`config.mk`:
```
export PLATFORM = sky130hd
export DESIGN_NAME = esm_dwell_reporter
export DESIGN_NICKNAME = d
export VERILOG_FILES = /design/src/rtl/esm_pkg.sv /design/src/rtl/esm_dwell_reporter.sv
export SDC_FILE = /design/constraint.sdc
export NUM_CORES = 1
export LEC_CHECK = 0
export BUFFER_PORTS_ARGS = -buffer_cell sky130_fd_sc_hd__buf_2
export CAP_MARGIN = 20
export CORE_MARGIN = 2
export CORE_UTILIZATION = 55
export DETAILED_ROUTE_END_ITERATION = 10
export PLACE_DENSITY_LB_ADDON = 0.25
export SLEW_MARGIN = 25
export SYNTH_ARGS = -nofsm -noshare
export SYNTH_HDL_FRONTEND = slang
export SYNTH_SLANG_ARGS = --single-unit
export TNS_END_PERCENT = 5
```
`constraint.sdc`:
```
create_clock -name Clk -period 3.7 [get_ports Clk]
set_input_delay 0.555 -clock Clk [delete_from_list [all_inputs] [get_ports Clk]]
set_output_delay 0.555 -clock Clk [all_outputs]
set_load 0.01 [all_outputs]
```
`src/rtl/esm_pkg.sv`:
```
// Shared ESM types and constants used by the dwell status report path.
// The report framing (magic / seq / module / type) matches what esm_config
// parses on the inbound side, so both directions share one vocabulary.
package esm_pkg;

  // Report framing constants
  localparam logic [31:0] esm_report_magic_num                = 32'h4553_4D52;
  localparam logic [7:0]  esm_module_id_dwell_controller      = 8'h03;
  localparam logic [7:0]  esm_report_message_type_dwell_stats = 8'h21;
  localparam int          esm_dwell_report_num_words          = 10;

  // Dwell metadata as driven by esm_dwell_controller
  typedef struct packed {
    logic [15:0] tag;
    logic [15:0] frequency;
    logic [31:0] duration;
    logic [7:0]  gain;
    logic [7:0]  fast_lock_profile;
  } esm_dwell_metadata_t;

  // Payload captured at the end of a dwell: everything carried in beats w3..w9
  typedef struct packed {
    logic [31:0] dwell_sequence_num;
    logic [15:0] frequency;
    logic [15:0] tag;
    logic [31:0] duration;
    logic [31:0] active_cycles;
    logic [63:0] start_timestamp;
    logic [7:0]  gain;
    logic [7:0]  fast_lock_profile;
    logic [15:0] drop_count;
  } esm_dwell_report_t;

  typedef enum logic {
    S_IDLE = 1'b0,
    S_SEND = 1'b1
  } esm_report_state_t;

  // Beat mux: word presented for a given beat index of a dwell report.
  function automatic logic [31:0] esm_dwell_report_word(
    input logic [3:0]        idx,
    input logic [31:0]       report_seq,
    input esm_dwell_report_t rpt
  );
    logic [31:0] word;
    word = '0;
    case (idx)
      4'd0:    word = esm_report_magic_num;
      4'd1:    word = report_seq;
      4'd2:    word = {esm_module_id_dwell_controller,
                       esm_report_message_type_dwell_stats, 16'h0000};
      4'd3:    word = rpt.dwell_sequence_num;
      4'd4:    word = {rpt.frequency, rpt.tag};
      4'd5:    word = rpt.duration;
      4'd6:    word = rpt.active_cycles;
      4'd7:    word = rpt.start_timestamp[31:0];
      4'd8:    word = rpt.start_timestamp[63:32];
      4'd9:    word = {rpt.gain, rpt.fast_lock_profile, rpt.drop_count};
      default: word = '0;
    endcase
    return word;
  endfunction

endpackage

```
`src/rtl/esm_dwell_reporter.sv`:
```
// Dwell status reporter: at the end of every dwell, emits one fixed 10-word
// report on an AXI-stream master. Dwell ends that arrive while a report is
// still in flight are counted and reported in the next report's drop field.
module esm_dwell_reporter
  import esm_pkg::*;
#(
  parameter int AXI_DATA_WIDTH = 32
) (
  input  logic                      Clk,
  input  logic                      Rst,
  input  logic                      Enable,
  input  logic                      Dwell_active,
  input  esm_dwell_metadata_t       Dwell_data,
  input  logic [31:0]               Dwell_sequence_num,
  input  logic [63:0]               Timestamp,
  input  logic                      Axis_ready,
  output logic                      Axis_valid,
  output logic [AXI_DATA_WIDTH-1:0] Axis_data,
  output logic                      Axis_last
);

  localparam int         REPORT_NUM_WORDS = esm_dwell_report_num_words;
  localparam logic [3:0] LAST_BEAT        = 4'(REPORT_NUM_WORDS - 1);

  // The beat mux produces 32-bit words; other widths are not supported.
  if (AXI_DATA_WIDTH != 32) begin : g_width_check
    $error("esm_dwell_reporter: AXI_DATA_WIDTH must be 32");
  end

  // Dwell edge tracking and start-of-dwell snapshot
  logic                r_active_reg;
  logic [31:0]         active_cycles_reg;
  esm_dwell_metadata_t snap_data_reg;
  logic [31:0]         snap_seq_reg;
  logic [63:0]         snap_ts_reg;

  // Report FSM state and registered AXI-stream outputs
  esm_report_state_t   state_reg;
  logic [3:0]          beat_reg;
  logic [31:0]         report_seq_reg;
  logic [15:0]         drop_count_reg;
  esm_dwell_report_t   report_reg;
  logic                axis_valid_reg;
  logic [31:0]         axis_data_reg;
  logic                axis_last_reg;

  logic                dwell_start;
  logic                dwell_end;
  logic                beat_fire;
  logic                capture;
  logic                drop;
  logic [3:0]          beat_next;

  assign dwell_start = Dwell_active && !r_active_reg;
  assign dwell_end   = !Dwell_active && r_active_reg;
  assign beat_fire   = axis_valid_reg && Axis_ready;
  assign capture     = dwell_end && Enable && (state_reg == S_IDLE);
  // A dwell ending while busy (including on the final handshake) is a drop.
  assign drop        = dwell_end && Enable && (state_reg != S_IDLE);
  assign beat_next   = beat_reg + 4'd1;

  // Register Dwell_active for edge detection and count cycles of the dwell
  always_ff @(posedge Clk) begin
    if (Rst) begin
      r_active_reg      <= 1'b0;
      active_cycles_reg <= '0;
    end else begin
      r_active_reg <= Dwell_active;
      if (dwell_start) begin
        active_cycles_reg <= 32'd1;
      end else if (Dwell_active && (active_cycles_reg != 32'hFFFF_FFFF)) begin
        active_cycles_reg <= active_cycles_reg + 32'd1;
      end
    end
  end

  // Snapshot dwell metadata, sequence number and timestamp on dwell start
  always_ff @(posedge Clk) begin
    if (Rst) begin
      snap_data_reg <= '0;
      snap_seq_reg  <= '0;
      snap_ts_reg   <= '0;
    end else if (dwell_start) begin
      snap_data_reg <= Dwell_data;
      snap_seq_reg  <= Dwell_sequence_num;
      snap_ts_reg   <= Timestamp;
    end
  end

  // Report FSM: capture on dwell end, then walk the beats on each handshake
  always_ff @(posedge Clk) begin
    if (Rst) begin
      state_reg      <= S_IDLE;
      beat_reg       <= '0;
      report_seq_reg <= '0;
      drop_count_reg <= '0;
      report_reg     <= '0;
      axis_valid_reg <= 1'b0;
      axis_data_reg  <= '0;
      axis_last_reg  <= 1'b0;
    end else begin
      // Drops only occur outside S_IDLE, so this never collides with the
      // clear performed on capture below.
      if (drop && (drop_count_reg != 16'hFFFF)) begin
        drop_count_reg <= drop_count_reg + 16'd1;
      end

      case (state_reg)
        S_IDLE: begin
          if (capture) begin
            report_reg.dwell_sequence_num <= snap_seq_reg;
            report_reg.frequency          <= snap_data_reg.frequency;
            report_reg.tag                <= snap_data_reg.tag;
            report_reg.duration           <= snap_data_reg.duration;
            report_reg.active_cycles      <= active_cycles_reg;
            report_reg.start_timestamp    <= snap_ts_reg;
            report_reg.gain               <= snap_data_reg.gain;
            report_reg.fast_lock_profile  <= snap_data_reg.fast_lock_profile;
            report_reg.drop_count         <= drop_count_reg;
            drop_count_reg                <= '0;
            state_reg                     <= S_SEND;
            beat_reg                      <= '0;
            axis_valid_reg                <= 1'b1;
            axis_data_reg                 <= esm_report_magic_num;
            axis_last_reg                 <= 1'b0;
          end
        end

        S_SEND: begin
          if (beat_fire) begin
            if (beat_reg == LAST_BEAT) begin
              state_reg      <= S_IDLE;
              beat_reg       <= '0;
              axis_valid_reg <= 1'b0;
              axis_data_reg  <= '0;
              axis_last_reg  <= 1'b0;
              report_seq_reg <= report_seq_reg + 32'd1;
            end else begin
              // report_reg was loaded at capture, so it is stable by beat 1.
              beat_reg      <= beat_next;
              axis_data_reg <= esm_dwell_report_word(beat_next, report_seq_reg, report_reg);
              axis_last_reg <= (beat_next == LAST_BEAT);
            end
          end
        end

        default: begin
          state_reg      <= S_IDLE;
          axis_valid_reg <= 1'b0;
          axis_last_reg  <= 1'b0;
        end
      endcase
    end
  end

  assign Axis_valid = axis_valid_reg;
  assign Axis_data  = axis_data_reg;
  assign Axis_last  = axis_last_reg;

endmodule

```
# Word level (Yosys, flattened, before mapping)

Index checks and enable logic that the tools add are counted.

Flip-flop bits (word level): 520
Input port bits: 181
Output and inout bits: 34
Word-level logic and storage cells: 89

Add/subtract/negate cells: 4
Equal/unequal tests: 15
Multiplexer cells: 26
Bitwise logic cells: 1
Reduce and logical (&&, ||, !) cells: 17

Operator list:

| kind                  | count |
|---|---|
| $pmux 32 s10          | 1 |
| $mux 32               | 3 |
| $add 32x1->32 const B | 2 |
| $pmux 32 s2           | 1 |
| $mux 16               | 3 |
| $ne 32x32->1 const B  | 1 |
| $add 16x1->16 const B | 1 |
| $eq 4x3->1 const B    | 4 |
| $ne 16x16->1 const B  | 1 |
| $eq 4x4->1 const B    | 3 |
| $mux 4                | 3 |
| $mux 1                | 11 |
| $eq 4x2->1 const B    | 2 |
| $logic_and 1x1->1     | 8 |
| $pmux 4 s2            | 1 |
| $pmux 1 s2            | 3 |
| $reduce_and 3->1      | 2 |
| $add 4x1->4 const B   | 1 |
| $eq 4x1->1 const B    | 1 |
| $logic_not 4->1       | 1 |
| $ne 2x1->1 const B    | 2 |
| $reduce_and 2->1      | 2 |
| $logic_not 1->1       | 2 |
| $ne 2x2->1 const B    | 1 |
| other kinds (3)       | 3 |

# Longest topological paths before layout

Depth in word-level cells: 8
Mapped depth: 12
Depth with buffers taken out: 8

# Least setup slack after synthesis

OpenSTA, ideal clock, no wires.

Path type: flip-flop to flip-flop
From: register beat_reg[0]
To: register axis_data_reg[23] (netlist: Axis_data[23])
Setup time: 0.117 ns
Data arrival time: 2.401 ns
Required time: 3.583 ns
Setup slack: 1.182 ns
Cell stages (with the launch flop): 13
Buffers on the path: 4
Clock period less this slack: 2.518 ns
Path through: dfxtp_1 > buf_2 > inv_1 > ha_1 > clkbuf_1 > and4_1 > clkbuf_1 > and2_1 > a31o_2 > buf_2 > a211oi_1 > o2111ai_1 > a22o_1

Cells in the longest elaborated chain, start to end: 6
Elaborated cells between the ends (all ways): 16
Those cells by class: add/sub (1); eq/ne (10); mux (4); reduce/logical (1)

Ends and longest elaborated chain:

| what                               | line                      | RTL |
|---|---|---|
| from (decl)                        | esm_dwell_reporter.sv:39  | `logic [3:0] beat_reg;` |
| from (signal assigned)             | esm_dwell_reporter.sv:140 | `beat_reg <= beat_next;` |
| $add 4x1->4                        | esm_dwell_reporter.sv:60  | `assign beat_next = beat_reg + 4'd1;` |
| $eq 4x4->1 (tied with other cells) | esm_pkg.sv:47             | `case (idx)` |
| $pmux 32 s10                       | esm_pkg.sv:47             |  |
| $mux 32 *                          | esm_dwell_reporter.sv:131 | `if (beat_reg == LAST_BEAT) begin` |
| $mux 32 *                          | esm_dwell_reporter.sv:130 | `if (beat_fire) begin` |
| $pmux 32 s2 *                      | esm_dwell_reporter.sv:108 | `case (state_reg)` |
| to (signal assigned)               | esm_dwell_reporter.sv:124 | `axis_data_reg <= esm_report_magic_num;` |
| to (signal assigned)               | esm_dwell_reporter.sv:141 | `axis_data_reg <= esm_dwell_report_word(beat_next, report_seq_reg, report_reg);` |
| to (decl)                          | esm_dwell_reporter.sv:44  | `logic [31:0] axis_data_reg;` |

Mark *: on every way between the ends. The rest lies on a longest branch, timed or not. The select of a mux whose other input is x is not followed.
A chain may end at the register's enable or synchronous reset.

# Worst setup path after layout

From: register beat_reg[0]
To: register axis_data_reg[1] (netlist: Axis_data[1])

Same word-level chain as after synthesis.

==> results.json <==
{
  "ys_ff_latch": 520,
  "grt_max_degree": 173,
  "fp.coreArea_um2": 37700,
  "synth_area_um2": 21100,
  "run_status": "finished, final reports clean",
  "crit_start": "beat_reg[0]",
  "power_w": 0.0120,
  "internal_power_w": 0.00925,
  "routed_wirelength_mm": 73.8,
  "drc": 0,
  "slowest_delay_ns": 0.63,
  "worstHoldPathType": "in2reg",
  "crit_path_frequent_cell": "nor2_1",
  "grt_pass1_wl_mm": 109,
  "crit_fanout": 15,
  "tns_ns": 0,
  "critPathTopFamily": "compound AO/OA/AOI/OAI gates",
  "grt_pass1_vias": 18400,
  "io_pins": 215,
  "irDropWorstVdd_v": 0.000363,
  "path_cells": "ha_1 -> nor2_1 -> a21oi_2 -> nor2_1 -> buf_4 -> a222oi_1 -> and2_1 -> a32oi_1",
  "placementRows": 71,
  "hold_viol": 0,
  "p_per_area_nw_per_um2": 493,
  "yosysMostFrequentCell": "nand2_1",
  "dpl.hpwl_mm": 53.1,
  "rsz0062_at_grt": "no",
  "critPathLaunchType": "flop",
  "start_util_pct": 56.0,
  "synth.avg_cell_area_um2": 7.86,
  "switchingPower_w": 0.00274,
  "synthArstFlopShare_pct": 0,
  "period_minus_slack_ns": 3.13,
  "diodes": 0,
  "clockBufferDepth": 3,
  "worstPathArrival_ns": 3.58,
  "die_x_um": 200,
  "fin_area_um2": 24300,
  "synthTopCellsByCount": "nand2_1 (879), dfxtp_1 (520), a21oi_1 (448), clkbuf_1 (152), nor2_1 (97)",
  "drive_above_1_share_pct": 13.3,
  "grt_remaining_overflow": 0,
  "synth.area.top_cells": "dfxtp_1 (49%), nand2_1 (16%), a21oi_1 (11%)",
  "critPathCaptureType": "flop",
  "first_pass_iters": 8,
  "area_growth_pct": 15.5,
  "synth_seq_area_share_pct": 49.4,
  "htreeDepth": 2,
  "cts.clk_slew.worst_paths_ns": 0.06,
  "globalplace.congestion": 1.01,
  "cap_violations": 0,
  "antenna_left": 0,
  "synth_ff_type": "dfxtp_1",
  "finalCritPeriodShare_pct": 84.6,
  "cts_setup_buffers": 0,
  "p_seq_share_pct": 48.4,
  "combPwrFrac_pct": 4.4,
  "synth_cells": 2680,
  "die_height_um": 200,
  "report.final.setup_viol": 0,
  "syn_nets": 2870,
  "min_from": "Dwell_data[27]",
  "sw_frac_of_total_pct": 22.9,
  "cts_root_buf": "clkbuf_16",
  "cp.required_ns": 4.15,
  "cts_sinks": 520,
  "viasPerCell": 5.99,
  "path_class": "reg2reg",
  "r2r_start": "beat_reg[0]",
  "largest_reg_flops": 224,
  "grt.total_usage_pct": 36.2,
  "numCtsBuffers": 53,
  "fmax_ghz": 0.319,
  "post_cts_resized": 0,
  "clk_latency_ns": 0.62,
  "relSlewSlack_pct": 26.4,
  "finClkSkew_ns": 0.0220,
  "synth_edf_count": 0,
  "place_area_um2": 22500,
  "post_synth_num_cell_types": 70,
  "portBuffers": 214,
  "vias": 20000,
  "drt_iter0_drc": 1981,
  "p_leak_nw": 8.62,
  "cts_hold_buf": 0,
  "antenna_found_initial": 3,
  "synth_top_area_share_pct": 49.4,
  "yosysWarnings": 0,
  "synth_top_area_cell": "dfxtp_1",
  "tightest_slew_ns": 1.10,
  "critPathBufInv": 1,
  "tritoncts": "done",
  "slowest_stage": "a21oi_2",
  "slew_violations": 0,
  "num-nets-final": 2983,
  "power.clock.fraction_pct": 47.2,
  "die-area_um2": 39900,
  "avgRoutedWirePerCell_um": 22.0
}
[final timing paths]
path | end | slack, ns | cells after the start
worst max-delay path | Axis_data[1] | 0.57 | 8
worst min-delay path | snap_data_reg[27] | 0.16 | 3
worst max register to register | Axis_data[1] | 0.57 | 8
worst min register to register | report_reg[64] | 0.44 | 2
[power groups by stage]
| stage | sequential (W) | clock (W) | combinational, W |
|---|---|---|---|
| after detailed placement | 0.00593 | 0 | 0.000516 |
| after floorplan | 0.00590 | 0 | 0.000323 |
| final | 0.00581 | 0.00567 | 0.000522 |
| after global placement | 0.00593 | 0 | 0.000504 |
| after global routing | 0.00582 | 0.00594 | 0.000580 |
| after CTS | 0.00581 | 0.00572 | 0.000518 |
[cells by family after synthesis]
group | count (synthesis) | share of synthesized area (%)
and+or+nand+nor | 1163 | 23.1
AOI/OAI and AO/OA | 709 | 19.9
DFF | 520 | 49.4
buffers and inverters | 209 | 4.06
xor gates and xnor gates | 63 | 2.62
adders and majority gates | 9 | 0.534
muxes | 7 | 0.332
[per-layer routing]
| metal | vias to the layer above | part of all wire, % | track usage (%) |
|---|---|---|---|
| met3 | 191 | 7.2 | 5.91 |
| met2 | 809 | 46 | 58.3 |
| met1 | 9611 | 41 | 46.2 |
| met4 | 2 | 6.2 | 20.9 |
| li1 | 9424 | - | - |
| met5 | - | 0.014 | 0 |
[cell type report]
class,instances,area (µm²)
fillers,3347,13300
repair buffers,255,1510
clock inverters,26,332
multi-input cells,1951,9860
flip-flops and latches,520,10400
inverters,12,45.0
well taps,511,639
clock buffers,72,1540
[per-stage QoR]
step	std cells	setup WS, ns	hold WS [ns]	util [%]
6_report	3347	0.570	0.163	64.6
3_3_place_gp	3249	0.551	0.435	59.6
3_5_place_dp	3249	0.533	0.441	59.6
2_1_floorplan	2680	1.18	0.432	-
5_1_grt	3347	0.392	0.161	64.6
4_1_cts	3347	0.516	0.147	64.6
[tightest hold or removal path, stage by stage]
cell and delay [ns]:
buf_2 0.09, nand2_1 0.04, a21oi_1 0.05
[layout by cell type (no fill, tap or decap), drive strengths merged, types with 8 or more instances in the layout]
| master | Yosys | routed |
|---|---|---|
| inv | 11 | 15 |
| and4 | 12 | 12 |
| nor3 | 24 | 24 |
| o21ai | 60 | 60 |
| ha | 9 | 9 |
| clkinv | 1 | 14 |
| a22oi | 48 | 48 |
| o211ai | 8 | 8 |
| a2111oi | 10 | 10 |
| buf | 43 | 255 |
| nand4 | 23 | 23 |
| nor2 | 97 | 97 |
| or3 | 15 | 15 |
| and3 | 28 | 28 |
| a222oi | 17 | 17 |
| a21oi | 450 | 450 |
| a22o | 22 | 22 |
| and2 | 10 | 10 |
| clkbuf | 154 | 72 |
| dfxtp | 520 | 520 |
| nand3 | 47 | 47 |
| xnor2 | 32 | 32 |
| a32oi | 19 | 19 |
| a31oi | 9 | 9 |
| xor2 | 31 | 31 |
| a211oi | 12 | 12 |
| nand2 | 880 | 880 |
| a221oi | 22 | 22 |
(Power assumes the default switching activity.)
